--- config.mk ---
export PLATFORM = sky130hd
export DESIGN_NAME = spike_window_counter
export DESIGN_NICKNAME = d
export VERILOG_FILES = /design/src/rtl/spike_window_counter.sv
export SDC_FILE = /design/constraint.sdc
export NUM_CORES = 1
export LEC_CHECK = 0
export ABC_AREA = 1
export CAP_MARGIN = 20
export CELL_PAD_IN_SITES_DETAIL_PLACEMENT = 1
export CELL_PAD_IN_SITES_GLOBAL_PLACEMENT = 1
export CORE_MARGIN = 2
export CORE_UTILIZATION = 40
export CTS_BUF_LIST = sky130_fd_sc_hd__clkbuf_2
export DETAILED_ROUTE_END_ITERATION = 10
export GPL_TIMING_DRIVEN = 0
export PLACE_DENSITY = 0.84
export SYNTH_ARGS = -nofsm -noshare
export SYNTH_HDL_FRONTEND = slang
export SYNTH_SLANG_ARGS = --single-unit
--- constraint.sdc ---
create_clock -name clk -period 2.64 [get_ports clk]
set_clock_uncertainty 0.05 [all_clocks]
set_input_delay 0.528 -clock clk [delete_from_list [all_inputs] [get_ports clk]]
set_output_delay 0.528 -clock clk [all_outputs]
set_load 0.05 [all_outputs]
--- src/rtl/spike_window_counter.sv ---
// spike_window_counter
// Counts spike events over fixed windows of enabled clock cycles and tracks
// the minimum inter-spike interval (ISI) inside each window. One result per
// window is offered on a valid/ready port. A result that arrives while the
// previous one is still held is discarded and counted in drop_cnt.
//
// Build option: define SPIKE_EDGE_EN to count rising edges of spike instead
// of every enabled cycle with spike high.

module spike_window_counter #(
    parameter int WINDOW_LEN = 256,
    parameter int CNT_W      = 8,
    parameter int ISI_W      = 8
) (
    input  logic             clk,
    input  logic             reset_n,
    input  logic             spike,
    input  logic             enable,
    output logic             out_valid,
    input  logic             out_ready,
    output logic [CNT_W-1:0] out_count,
    output logic [ISI_W-1:0] out_isi_min,
    output logic [CNT_W-1:0] drop_cnt
);

    localparam int               WIN_W    = (WINDOW_LEN > 2) ? $clog2(WINDOW_LEN) : 1;
    localparam logic [WIN_W-1:0] WIN_LAST = WIN_W'(WINDOW_LEN - 1);
    localparam logic [CNT_W-1:0] CNT_MAX  = '1;
    localparam logic [ISI_W-1:0] ISI_MAX  = '1;

    logic [WIN_W-1:0] win_cnt;
    logic [CNT_W-1:0] acc;
    logic [ISI_W-1:0] gap;
    logic [ISI_W-1:0] min_isi;
    logic             have_prev;

    logic             spike_event;
    logic             win_last;
    logic [ISI_W-1:0] gap_inc;
    logic [CNT_W-1:0] acc_next;
    logic [ISI_W-1:0] min_next;
    logic             load;
    logic             transfer;

`ifdef SPIKE_EDGE_EN
    logic spike_d;

    // Edge register samples spike every cycle, even while disabled.
    always_ff @(posedge clk or negedge reset_n) begin
        if (!reset_n) spike_d <= 1'b0;
        else          spike_d <= spike;
    end

    assign spike_event = enable & spike & ~spike_d;
`else
    assign spike_event = enable & spike;
`endif

    // Per-cycle window arithmetic: saturating ISI and the result including
    // this cycle's event, so the closing cycle's event lands in its window.
    always_comb begin
        win_last = enable && (win_cnt == WIN_LAST);
        gap_inc  = (gap == ISI_MAX) ? ISI_MAX : gap + 1'b1;
        acc_next = acc;
        if (spike_event && (acc != CNT_MAX)) acc_next = acc + 1'b1;
        min_next = min_isi;
        if (spike_event && have_prev && (gap_inc < min_isi)) min_next = gap_inc;
        transfer = out_valid & out_ready;
        load     = win_last & (~out_valid | out_ready);
    end

    // Window timer and running statistics; everything reinitialises on close
    // so an ISI never spans two windows.
    always_ff @(posedge clk or negedge reset_n) begin
        if (!reset_n) begin
            win_cnt   <= '0;
            acc       <= '0;
            gap       <= '0;
            have_prev <= 1'b0;
            min_isi   <= ISI_MAX;
        end else if (enable) begin
            if (win_last) begin
                win_cnt   <= '0;
                acc       <= '0;
                gap       <= '0;
                have_prev <= 1'b0;
                min_isi   <= ISI_MAX;
            end else begin
                win_cnt <= win_cnt + 1'b1;
                acc     <= acc_next;
                min_isi <= min_next;
                if (spike_event) begin
                    gap       <= '0;
                    have_prev <= 1'b1;
                end else begin
                    gap <= gap_inc;
                end
            end
        end
    end

    // Output holding register with valid/ready handshake and drop counting.
    always_ff @(posedge clk or negedge reset_n) begin
        if (!reset_n) begin
            out_valid   <= 1'b0;
            out_count   <= '0;
            out_isi_min <= '0;
            drop_cnt    <= '0;
        end else begin
            if (load) begin
                out_valid   <= 1'b1;
                out_count   <= acc_next;
                out_isi_min <= min_next;
            end else if (transfer) begin
                out_valid <= 1'b0;
            end
            if (win_last && !load && (drop_cnt != CNT_MAX)) begin
                drop_cnt <= drop_cnt + 1'b1;
            end
        end
    end

endmodule

# Yosys cells after proc, flatten, opt, wreduce, memory -nomap -nowiden
# Index checks and enable logic that the tools add are counted.
[totals]
register_bits = 58
in_bits = 5
word_cells = 45
output_inout_bits = 25
[op_classes]
n_eq_ne = 4
add_sub_neg = 4
reduce_logical = 10
order_cmp = 1
bitwise_logic = 5
n_mux = 12
[op_table]
columns = ["op", "n"]
rows = [
  ["two-way mux 8 bit", 8],
  ["adder 8 x 1 -> 8 bit, second input constant", 4],
  ["equality test 8 bit, second input constant", 2],
  ["!= test 8 bit, second input constant", 2],
  ["< comparator 8 bit", 1],
  ["logical AND 1 bit", 6],
  ["two-way mux 1 bit", 4],
  ["nonzero test 2 bit", 2],
  ["AND 1 bit", 3],
  ["AND reduction 2 bit", 1],
  ["zero test 1 bit", 1],
  ["inverter 1 bit", 1],
  ["bitwise OR 1 bit", 1],
]

# Depth between registers and ports, before layout
[depth]
word_depth = 6
depth_mapped = 17
ltp_nobuf = 17

# Worst setup path after synthesis
# OpenSTA, ideal clock, no wires.
[synth_path]
path_type = "reg-to-reg"
from = "register gap[0]"
to = "register out_isi_min[0]"
n_path_buf = 0
setup_time_ps = 118
required_time_ps = 2472
setup_slack_ps = 117
arrival_ps = 2355
synth_period_minus_slack_ps = 2523
stages_incl_launch_ff = 15
cell_sequence = "dfrtp_1 ha_1 nand2_1 nor2_1 nand2_1 inv_1 nor3_1 inv_1 ha_1 inv_1 nor2_1 a221oi_4 nand3_1 nand3_1 nand2_1"
[synth_via]
elab_chain_len = 5
elab_cells_between_ends = 6
classes_between = "add/sub: 1; order compare: 1; eq/ne: 1; mux: 2; reduce/logical: 1"
[synth_lines]
columns = ["element", "line_no", "text"]
rows = [
  ["from (decl)", "33", "logic [ISI_W-1:0] gap;"],
  ["from (signal assigned)", "96", "gap <= gap_inc;"],
  ["adder 8 x 1 -> 8 bit or equality test 8 bit (tied branches)", "63", "gap_inc = (gap == ISI_MAX) ? ISI_MAX : gap + 1'b1;"],
  ["two-way mux 8 bit (*)", "63", ""],
  ["< comparator 8 bit", "67", "if (spike_event && have_prev && (gap_inc < min_isi)) min_next = gap_inc;"],
  ["logical AND 1 bit", "67", ""],
  ["two-way mux 8 bit (*)", "67", ""],
  ["to (signal assigned)", "113", "out_isi_min <= min_next;"],
  ["to (decl)", "22", "output logic [ISI_W-1:0] out_isi_min,"],
]
# Every way passes the cells marked *; elsewhere a longest branch is shown, timed or not.
# A chain may end at the register's enable or synchronous reset.

# Worst setup path in the final report
# Ends and elaborated chain as after synthesis.

==> impl_metrics.env <==
export IMPL_rrSetupSlack_ns=0.03
export IMPL_cts_buffers=9
export IMPL_clk_latency_ns=0.50
export IMPL_critPathMaxFanout=8
export IMPL_synth_edf_count=0
export IMPL_slew_headroom=0.597
export IMPL_max_cap_viol_count=0
export IMPL_crit_type="flop to flop"
export IMPL_hpwlAfterDp_um=4840
export IMPL_async_flop_share=1.00
export IMPL_num_io_pins=30
export IMPL_cts_sinks=58
export IMPL_dp_cells=464
export IMPL_cpMostUsedCell="nand2_4"
export IMPL_nets=412
export IMPL_syn_num_nets=351
export IMPL_wl_per_cell_um=16.2
export IMPL_ys_ff_latch=58
export IMPL_ys_warn_count=0
export IMPL_grt_pass1_vias=2495
export IMPL_dr_total_vias=2522
export IMPL_cts_root_buf="clkbuf_2"
export IMPL_utilization=0.541
export IMPL_synth_area_top_cells="dfrtp_1, nand2_1, dfstp_2"
export IMPL_viasPerCell=5.04
export IMPL_hold_viol_final=0
export IMPL_path_cells="ha_2, nand2_4, nor2_4, nand2_4, clkinvlp_4, a21oi_2, inv_1, ha_1, a21oi_1, nand2_2, nand2_4, nand2_8, nand2_2, nand3_1, nand2_1"
export IMPL_outcome="finished, final reports clean"
export IMPL_first_pass_iters=5
export IMPL_cp_num_buf_inv=2
export IMPL_cp_slowest_stage_delay_ns=0.45
export IMPL_finalCritPeriodShare=0.988
export IMPL_htreeDepth=3
export IMPL_layout_commonest_cell="nand2_1"
export IMPL_die_area_um2=8010
export IMPL_period_needed_ns=2.61
export IMPL_synthToLayoutAreaGrowth_pct=32.8
export IMPL_netlist_area_um2=2930
export IMPL_synth_top_area_frac=0.428
export IMPL_die_x_um=89.5
export IMPL_rsz0062_at_grt="true"
export IMPL_stdcell_count=500
export IMPL_hold_ws_ns=0.452
export IMPL_start_util=0.408
export IMPL_cpLargestDelayFamily="simple AND/OR/NAND/NOR gates"
export IMPL_drv_slew=0
export IMPL_synth_ff_type="dfrtp_1"
export IMPL_port_buffers=29
export IMPL_syn_area_per_cell_um2=8.73
export IMPL_layout_drive_gt1_share=0.274
export IMPL_tns_ns=0
export IMPL_clk_path_buf_depth=2
export IMPL_cts_tree="built"
export IMPL_drt_total_wl_um=8090
export IMPL_critPathLaunchType="flop"
export IMPL_holdCritPathClass="flop to flop"
export IMPL_diodes=0
export IMPL_endpoint_kind="flop"
export IMPL_antenna_found_initial=0
export IMPL_power_mw=2.73
export IMPL_grt_max_degree=35
export IMPL_ys_types=33
export IMPL_yosysSeqAreaShare=0.500
export IMPL_rows=31
export IMPL_max_slew_worst_pin_slew_ns=0.605
export IMPL_final_cell_mix="nand2_1, dfrtp_1, inv_1"
export IMPL_fmax_mhz=383
export IMPL_overflow=0
export IMPL_gp_congestion=0.790
export IMPL_groute_usage_overall=0.197
export IMPL_clk_pin_slew_worst_paths_ns=0.16
export IMPL_cp_arrival_ns=3.00
export IMPL_core_area_um2=7180
export IMPL_drc=0
export IMPL_p_leak_nw=1.90
export IMPL_synth_cells=335
export IMPL_setup_viol=0
export IMPL_cp_slowest_cell="dfrtp_1"
export IMPL_yosys_area_top_type="dfrtp_1"
export IMPL_grt_pass1_wl_um=11800
export IMPL_initialDrtViolationCount=118
export IMPL_vdd_ir_drop_max_uv=294
export IMPL_powerDensity_nw_per_um2=703
export IMPL_cp_required_ns=3.03
export IMPL_ant_nets=0
export IMPL_fp_dieH_um=89.5
==> layout make-up <==
cell class	instances	area [µm²]
fill	833	3290
multi-input combinational	229	1490
sequential	58	1460
timing repair buffer	49	462
inverter	45	175
tap	99	124
clock inverter	6	81.3
clock buffer	10	50.0
buffer	4	38.8
==> cell families (layout without fill, tap and decap cells) <==
logic type                 after synthesis  count (layout)  share of synthesized area
AOI/OAI and AO/OA                       35              35                     0.0740
xor gates and xnor gates                17              17                     0.0509
adders and majority gates               11              11                     0.0470
buffers and inverters                   49             114                     0.0719
DFF                                     58              58                      0.500
muxes                                    2               2                    0.00727
and+or+nand+nor                        163             164                      0.249
==> Yosys cell counts, drive strengths merged, types with 2 or more instances <==
| cell type | number |
|---|---|
| a21oi | 11 |
| buf | 4 |
| dfrtp | 50 |
| dfstp | 8 |
| ha | 11 |
| inv | 45 |
| nand2 | 87 |
| nand3 | 30 |
| nand4 | 2 |
| nor2 | 33 |
| nor3 | 8 |
| o21ai | 19 |
| o22ai | 4 |
| xnor2 | 11 |
| xor2 | 6 |
==> tightest hold or removal path, stage by stage (launching register included) <==
cell	delay (ns)
dfrtp_1	0.38
nand2_1	0.05
nand2_1	0.05
==> metrics by stage <==
stage               worst slack, ns  instance area, µm²
floorplan                     0.117                2930
global placement             -0.873                3340
detailed placement           -0.456                3350
CTS                        -0.00365                3590
global route                 -0.100                3880
finish                       0.0313                3880
==> metal layers <==
metal / GRT usage / vias up / wire (µm)
met5: 0 / - / 0
met3: 0.0360 / 28 / 275
met4: 0.0841 / 0 / 385
li1: - / 1195 / -
met1: 0.233 / 1238 / 3260
met2: 0.347 / 61 / 4170
==> sequential cells by signal, indices dropped and copies added (netlist names) <==
register     count
out_valid        1
have_prev        1
out_isi_min      8
gap              8
out_count        8
acc              8
win_cnt          8
drop_cnt         8
min_isi          8
==> power breakdown <==
part           internal, mW  switching [mW]
clock network         0.311           0.351
registers              1.08           0.132
logic                 0.315           0.543
==> path summary, 6_finish.rpt <==
| check | startpoint | endpoint | cells past startpoint |
|---|---|---|---|
| max | gap[0]$_DFFE_PN0P_ | out_isi_min[0]$_DFFE_PN0P_ | 15 |
| min | out_isi_min[0]$_DFFE_PN0P_ | out_isi_min[0]$_DFFE_PN0P_ | 2 |
| max reg2reg | gap[0]$_DFFE_PN0P_ | out_isi_min[0]$_DFFE_PN0P_ | 15 |
| min reg2reg | out_isi_min[0]$_DFFE_PN0P_ | out_isi_min[0]$_DFFE_PN0P_ | 2 |
| max in group asynchronous | reset_n | min_isi[6]$_DFFE_PN1P_ | 3 |
| min in group asynchronous | reset_n | out_count[0]$_DFFE_PN0P_ | 2 |
==> what timing repair did <==
item	4_1_cts	5_1_grt
hold endpoints to repair	15	0
hold buffers	1	0
cloned	0	1
setup endpoints to repair	16	16
buffers inserted	7	11
pin swaps	6	15
resized for setup	11	51
No activity file was read; power rests on OpenSTA's default activity.
==> edit, RTL diff (config.mk and constraints unchanged) <==
Change the parameter `CNT_W` from 8 to 7.
--- a/src/rtl/spike_window_counter.sv
+++ b/src/rtl/spike_window_counter.sv
@@ -11,3 +11,3 @@
     parameter int WINDOW_LEN = 256,
-    parameter int CNT_W      = 8,
+    parameter int CNT_W      = 7,
     parameter int ISI_W      = 8
Interface: changed (resized drop_cnt and out_count); port bits go from 30 to 28. The function was not compared with the original's and may differ.
==> edit against the original RTL <==
The run now ends with negative setup slack left. Setup slack worse by 0.10 ns. Sequential cell count down 3. Area after synthesis shrank 5.6%. Total power down 2.7%. Wire length shrank 8.0%. Final area down 6.2%. Largest cell class unchanged. Largest power group unchanged.
==> edit: results (changes against the original RTL) <==
- Largest net degree at the start of global routing: 34 (-2.9%)
- Total number of vias: 2396 (-5.0%)
- Hold Crit Class: in -> async
- Clock latency on the worst-skew pair: 0.47 ns (-0.03 ns)
- Setup violations, final: 16 (+16)
- Clock root cell: clkbuf_2
- Wire length per cell: 16.19 um (about the same)
- Synth top cells by count: nand2_1, inv_1, dfrtp_1
- Number of global-route vias before repair: 2470 (-1.0%)
- Setup TNS: -0.4970 ns (-0.4970 ns)
- First-pass GRT wire length: 11410 um (-3.2%)
- 1st-iter DRT viols: 58 (-51%)
- Setup WS pre-CTS: -0.4062 ns (+0.04999 ns)
- Psw: 1.075 mW (+4.7%)
- Peak supply drop: 0.4566 mV (+55%)
- P_leak: 1.808 nW (-4.8%)
- Hpwl dp: 4666 um (-3.5%)
- Layout cells sized above 1: 25.53% (-1.9 points)
- H-Tree Depth: 2 (-1)
- Setup slack after layout: -0.07001 ns (-0.1013 ns)
- Rel. slew slack: 62.42% (+2.7 points)
- Post-Syn Nets: 343 (-2.3%)
- Worst reg2reg endpoint: min_isi[1]
- Synth unique cells: 29 (-12%)
- Top FF cell, synth: dfrtp_1
- Status: finished, violations left
- Num CTS Buffers: 5 (-4)
- Clock tree buffer depth: 2 (unchanged)
- Synth Warn #: 0 (unchanged)
- Layout Nets: 395 (-4.1%)
- Sequential-to-total area share from yosys stat: 50.20% (+0.25 points)
- Final hold slack: 0.4687 ns (+0.01628 ns)
- R2R depth: 17 (+2)
- 1st-pass router iterations: 4 (-1)
- Reg clk slew, reported paths: 0.30 ns (+0.14 ns)
- RePlAce Congestion: 0.7696 (-2.5%)
- I/O Buffers: 27 (-6.9%)
- Synth top area cells: dfrtp_1, nand2_1, dfstp_2
- GRT Overall Usage: 19.32% (-0.34 points)
- Failing checks: negative setup slack
- Max Fanout on Critical Path: 8 (unchanged)
- Area after DPL: 0.003147 mm2 (-6.2%)
- WP data arrival: 3.07 ns (+0.07 ns)
edit: layout make-up:
class                      instances  area [um2]
clock buffer                       5       25.02
inverter                          49       183.9
tap                               80       100.1
clock inverter                     3       46.29
timing repair buffer              45       435.4
fill                             781        3078
sequential                        55        1388
buffer                             4       17.52
multi-input combinational        219        1445
edit: logic make-up after synthesis:
family,count (synthesis),synth area share (%)
xor gates and xnor gates,13,4.123
muxes,1,0.4078
adders and majority gates,11,4.984
buffers and inverters,53,7.295
DFF,55,50.20
AOI/OAI and AO/OA,32,7.295
and+or+nand+nor,162,25.69
edit: stage by stage:
stage / std cells / power, mW
after global routing: 460 / 2.834
after floorplan: 327 / 1.781
after global placement: 434 / 1.971
after CTS: 455 / 2.537
after detailed placement: 435 / 2.034
final: 460 / 2.659
edit: worst max-delay path: stages (launching register included):
cell,delay (ns)
dfrtp_1,0.50
buf_6,0.14
nand3_4,0.08
nor2_4,0.11
nand2_2,0.08
nor2_4,0.13
nor2_2,0.05
nor2_2,0.14
inv_2,0.07
ha_4,0.27
a21oi_4,0.15
nand3_2,0.10
a221oi_4,0.28
buf_12,0.17
nand2_8,0.09
nand2_2,0.08
nand2_1,0.08
nand2_1,0.08
edit: power by group through the flow:
stage | clock, mW | combinational (mW) | sequential (mW)
after floorplan | 0 | 0.489 | 1.29
after global placement | 0 | 0.788 | 1.18
after detailed placement | 0 | 0.838 | 1.20
after CTS | 0.462 | 0.892 | 1.18
after global routing | 0.499 | 1.12 | 1.22
final | 0.449 | 1.02 | 1.19
edit: per-layer routing:
| layer | GRT usage, % | routed length [um] | vias to the layer above |
|---|---|---|---|
| met1 | 23.03 | 2995 | 1193 |
| li1 | - | - | 1137 |
| met2 | 34.70 | 4044 | 48 |
| met5 | 0 | 0 | - |
| met4 | 5.682 | 180 | 0 |
| met3 | 4.265 | 226 | 18 |
edit: what timing repair did:
action | CTS | global route
gates resized for setup | 23 | 41
buffers inserted | 10 | 6
gates cloned | 1 | 0
pin swaps | 16 | 18
hold buffers | 1 | 0
hold endpoints to repair | 14 | 0
endpoints found under the setup margin | 16 | 16
edit: how the worst max path moves through the flow:
stage	end	slack, ns	depth (start not counted)
after floorplan	out_isi_min[0]	0.12	14
after detailed placement	out_isi_min[6]	-0.41	15
after global placement	out_count[1]	-0.76	1
final	min_isi[1]	-0.07	17
after CTS	min_isi[0]	-0.02	17
after global routing	min_isi[1]	-0.21	17
